$ cat src/rtl/alu.sv
// Registered WIDTH-bit ALU: one operation per cycle, result/carry one cycle after in_valid.
// Define ALU_FLAGS_EN to add registered zero and signed-overflow (ovf) flags.
module alu #(
    parameter int WIDTH = 4
) (
    input  logic             clk,
    input  logic             rst_n,
    input  logic             in_valid,
    input  logic [WIDTH-1:0] a,
    input  logic [WIDTH-1:0] b,
    input  logic [2:0]       op,
    output logic [WIDTH-1:0] result,
    output logic             carry,
    output logic             out_valid
`ifdef ALU_FLAGS_EN
    ,
    output logic             zero,
    output logic             ovf
`endif
);

    typedef enum logic [2:0] {
        OP_ADD = 3'b000,
        OP_SUB = 3'b001,
        OP_AND = 3'b010,
        OP_OR  = 3'b011,
        OP_XOR = 3'b100,
        OP_NOT = 3'b101,
        OP_SHL = 3'b110,
        OP_SHR = 3'b111
    } op_e;

    op_e              op_sel;
    logic [WIDTH:0]   sum;
    logic [WIDTH:0]   diff;
    logic [WIDTH-1:0] nxt_result;
    logic             nxt_carry;
    logic             nxt_ovf;

    assign op_sel = op_e'(op);
    assign sum    = {1'b0, a} + {1'b0, b};
    // The extra top bit of the widened difference is the borrow (a < b).
    assign diff   = {1'b0, a} - {1'b0, b};

    // NOTE: every output of this block gets a default first, so no path can infer a latch.
    always_comb begin
        nxt_result = '0;
        nxt_carry  = 1'b0;
        nxt_ovf    = 1'b0;
        case (op_sel)
            OP_ADD: begin
                nxt_result = sum[WIDTH-1:0];
                nxt_carry  = sum[WIDTH];
                nxt_ovf    = (a[WIDTH-1] == b[WIDTH-1]) && (sum[WIDTH-1] != a[WIDTH-1]);
            end
            OP_SUB: begin
                nxt_result = diff[WIDTH-1:0];
                nxt_carry  = diff[WIDTH];
                nxt_ovf    = (a[WIDTH-1] != b[WIDTH-1]) && (diff[WIDTH-1] != a[WIDTH-1]);
            end
            OP_AND: nxt_result = a & b;
            OP_OR:  nxt_result = a | b;
            OP_XOR: nxt_result = a ^ b;
            OP_NOT: nxt_result = ~a;
            OP_SHL: begin
                nxt_result = {a[WIDTH-2:0], 1'b0};
                nxt_carry  = a[WIDTH-1];
            end
            OP_SHR: begin
                nxt_result = {1'b0, a[WIDTH-1:1]};
                nxt_carry  = a[0];
            end
            default: begin
                nxt_result = '0;
                nxt_carry  = 1'b0;
            end
        endcase
    end

    // NOTE: state registers use non-blocking assignments so every flop samples pre-edge values.
    always_ff @(posedge clk) begin
        if (!rst_n) begin
            result    <= '0;
            carry     <= 1'b0;
            out_valid <= 1'b0;
        end else begin
            out_valid <= in_valid;
            if (in_valid) begin
                result <= nxt_result;
                carry  <= nxt_carry;
            end
        end
    end

`ifdef ALU_FLAGS_EN
    always_ff @(posedge clk) begin
        if (!rst_n) begin
            zero <= 1'b0;
            ovf  <= 1'b0;
        end else if (in_valid) begin
            zero <= (nxt_result == '0);
            ovf  <= nxt_ovf;
        end
    end
`else
    logic unused_ovf;
    assign unused_ovf = nxt_ovf;
`endif

endmodule

$ cat config.mk
export PLATFORM = sky130hd
export DESIGN_NAME = alu
export DESIGN_NICKNAME = d
export VERILOG_FILES = /design/src/rtl/alu.sv
export SDC_FILE = /design/constraint.sdc
export NUM_CORES = 1
export LEC_CHECK = 0
export CAP_MARGIN = 10
export CORE_MARGIN = 2
export CORE_UTILIZATION = 30
export DETAILED_ROUTE_END_ITERATION = 8
export PLACE_DENSITY_LB_ADDON = 0.2
export SLEW_MARGIN = 20
export SYNTH_ARGS = -nofsm -noshare
export SYNTH_HDL_FRONTEND = slang
export SYNTH_SLANG_ARGS = --single-unit
$ cat constraint.sdc
create_clock -name clk -period 1.62 [get_ports clk]
set_input_delay 0.324 -clock clk [delete_from_list [all_inputs] [get_ports clk]]
set_output_delay 0.324 -clock clk [all_outputs]
set_load 0.02 [all_outputs]
==> results.md <==
* Dpl cells at 185
* Crit Path Category: primary input to flip-flop
* Hold Path Stages at 2
* Clk slew on worst S/H paths at 50 ps
* Synth Warn # at 0
* CP Launch Type: primary input
* Total Wirelength at roughly 2.3 mm
* RSZ-0062 raised after global routing: yes
* Crit path capture type: flip-flop
* Final Critical Period at 1555 ps
* Layout cells sized above 1 at 44.51%
* Async S/R FF share, synth at 0%
* Critical-path cell list: dlygate4sd2_1, inv_2, ha_4, inv_2, a21oi_2, xnor2_1, a211o_1, a32o_1
* Reg2reg path depth at 2
* Hold crit path type: flip-flop to flip-flop
* Slew @ Worst Pin at 277.3 ps
* Final setup skew at 0 ps
* Final Power at 0.0006796 W
* DIE WIDTH at 56.23 um
* Avg Cell Area, Syn at between 7 and 8 um2
* Post-synth top area cell: ha_1
* Die height at 56.23 um
* Vias per cell at ~4.8
* Vias at around 930
* Synth area leaders: ha_1 18%, dfxtp_1 15%, nand3b_1 6.4%, inv_1 5.5%, fa_1 4.9%
* Initial DRC count at 23
* Syn nets at 137
* Clk sinks at 6
* Top delay family on crit path: compound AO/OA/AOI/OAI gates
* Critical R2R Launch: result[3]
* Core box area at 2522 um2
* Worst vdd ir at 0.0003896 V
* Synth Cell Area at 818.3 um2
* Fin. Hold Viols at 0
* N_diodes at 0
* Max transition margin at 81.48%
* Rows at 18
* Reg2reg setup slack at 890 ps
* Wire per inst at about 12 um
* Antenna Nets Post-Route at 0
* WP buf/inv at 3
* Filler instances at 228
* Crit path required time at 1760 ps
* GRT Residual Overflow at 0
* Ys flop type: dfxtp_1
* Final worst path period share at 96.00%
* Antenna violations before repair at 0
* Hold EP: result[1]
* Non-filler cells, final at 194
* Max stage delay on crit path at 280 ps
* DR pass1 iterations at 4
* Final net count at 194
* Port Buffers at 19
* CP Data Arrival Time at 1690 ps
* GRT Total Usage at 15.19%
* Leakage at just under 0.7 nW
* Most frequent CP cell: inv_2
* Yosys reg bits at 6
* Max Fclk at ~640 MHz
* DPL Wire Length at ~1.8 mm
* Hold Startpoint: result[1]
* Sequential share of the synthesized area at 14.68%
* Worst-case clock buffer depth at 2
* Layout area overhead at 80.58%
* Worst R2R End: result[3]
* Final count of negative-setup-slack endpoints at 0
* Ports at 20
* RD Place Congestion at 0.7856
* Post-synth EDFFs at 0
* Worst-Skew Late Latency at 240 ps
* CTS HTree Levels at 1
* Largest net degree at the start of global routing at 9
* PD cells at ~460 nW/um2
* Synth cell types at 34
* Cells after Synth at 109
* Status: finished, final reports clean
* Register area at ~120 um2
* Starting Density at 32.44%
* First-pass GRT wire length at 3.946 mm
* CTS Buf Count at 3
* Die area at 3161 um2
* CTS tree: built
* Synth top area share at between 10% and 20%
* # DRC at 0
* Max Fanout on Critical Path at 3
* Root Driver: clkbuf_4
* Vias in the first global route at 909
* Multi-input gate area at around 760 um2
* Synth top cells by count: 12 x ha_1, 12 x inv_1, 9 x nand2_1
* Max-slew violation count at 0
* Max-cap violations at 0
* CP max-delay cell: ha_4
-- repair_timing --
item                       CTS  global route
gates resized for setup     34            19
gates cloned                 0             0
setup endpoints to repair    5             4
hold buffers                 0             0
setup buffers                4             2
pin swaps                   12             3
-- flip-flops by register name, indices dropped and copies added, names as in the netlist --
signal     cells
carry          1
out_valid      1
result         4
-- worst register-to-register path: stages (launching register included) --
cell and delay, ps:
dfxtp_1 300, nor2b_1 120, a32o_1 200
-- per-layer routing --
layer,GRT usage (%),wire [um],up-vias
met4,4.422,11,0
met2,27.90,1183,17
li1,-,-,490
met3,1.395,60,2
met1,18.50,1089,425
met5,0,0,-
-- through the flow --
step           worst slack, ps  utilization [%]  hold WS (ps)  area [um2]  TNS [ps]
6_report                 64.81            58.58         469.9        1478         0
5_1_grt                 -11.98            58.58         483.2        1478    -11.98
2_1_floorplan           -71.93                -         445.1       845.8    -143.1
3_5_place_dp            -841.7            51.14         463.5        1290     -3293
3_3_place_gp            -768.8            51.14         458.0        1290     -3106
4_1_cts                  3.407            55.56         471.8        1401         0
-- kinds of logic (layout without fill, tap and decap cells) --
| family | after synthesis | after routing | share of synthesized area (%) |
|---|---|---|---|
| simple gates | 35 | 35 | 23.24 |
| mux | 2 | 2 | 2.447 |
| fa+ha+maj | 14 | 14 | 23.24 |
| buf+inv | 19 | 74 | 9.327 |
| compound gates | 30 | 30 | 23.85 |
| xor+xnor | 3 | 3 | 3.212 |
| flops | 6 | 6 | 14.68 |
-- where the power goes --
group	internal [W]	leakage, nW	switching, W
registers	0.000159	0.0495	0.00000456
clock network	0.0000839	0.0138	0.0000559
logic	0.000205	0.612	0.000171
-- worst max-delay path by stage --
stage	start	to	cells past startpoint
after floorplan	a[0]	result[2]	9
after global placement	a[0]	result[2]	10
after detailed placement	a[0]	result[2]	10
after CTS	op[1]	result[3]	5
after global routing	a[0]	result[2]	10
final	b[2]	result[3]	8
-- layout make-up --
cell class | count | area share (%)
clock buffers | 3 | 1.524
inverters | 14 | 4.403
multi-input cells | 84 | 51.31
flip-flops and latches | 6 | 8.129
well taps | 30 | 2.540
repair buffers | 57 | 32.09
-- placed cells by master, fill, tap and decap left out, types with 2 or more instances in the layout --
cell | synthesis | final
ha_4 | 0 | 5
a21oi_1 | 7 | 5
o21ai_1 | 4 | 4
inv_2 | 2 | 9
dfxtp_1 | 6 | 6
dlymetal6s2s_1 | 0 | 2
nand2_1 | 9 | 9
o21ai_0 | 5 | 5
clkdlybuf4s50_1 | 0 | 8
inv_1 | 12 | 4
o211ai_1 | 2 | 2
nand3_1 | 2 | 2
a21o_1 | 2 | 2
a211oi_1 | 2 | 2
a21oi_2 | 1 | 3
fa_2 | 0 | 2
buf_2 | 4 | 2
nand2b_1 | 3 | 3
nor2_1 | 7 | 7
ha_1 | 12 | 7
xnor2_1 | 3 | 2
dlygate4sd2_1 | 0 | 4
clkbuf_4 | 0 | 3
buf_4 | 0 | 37
nand3b_1 | 7 | 7
No activity file was read; power rests on OpenSTA's default activity.
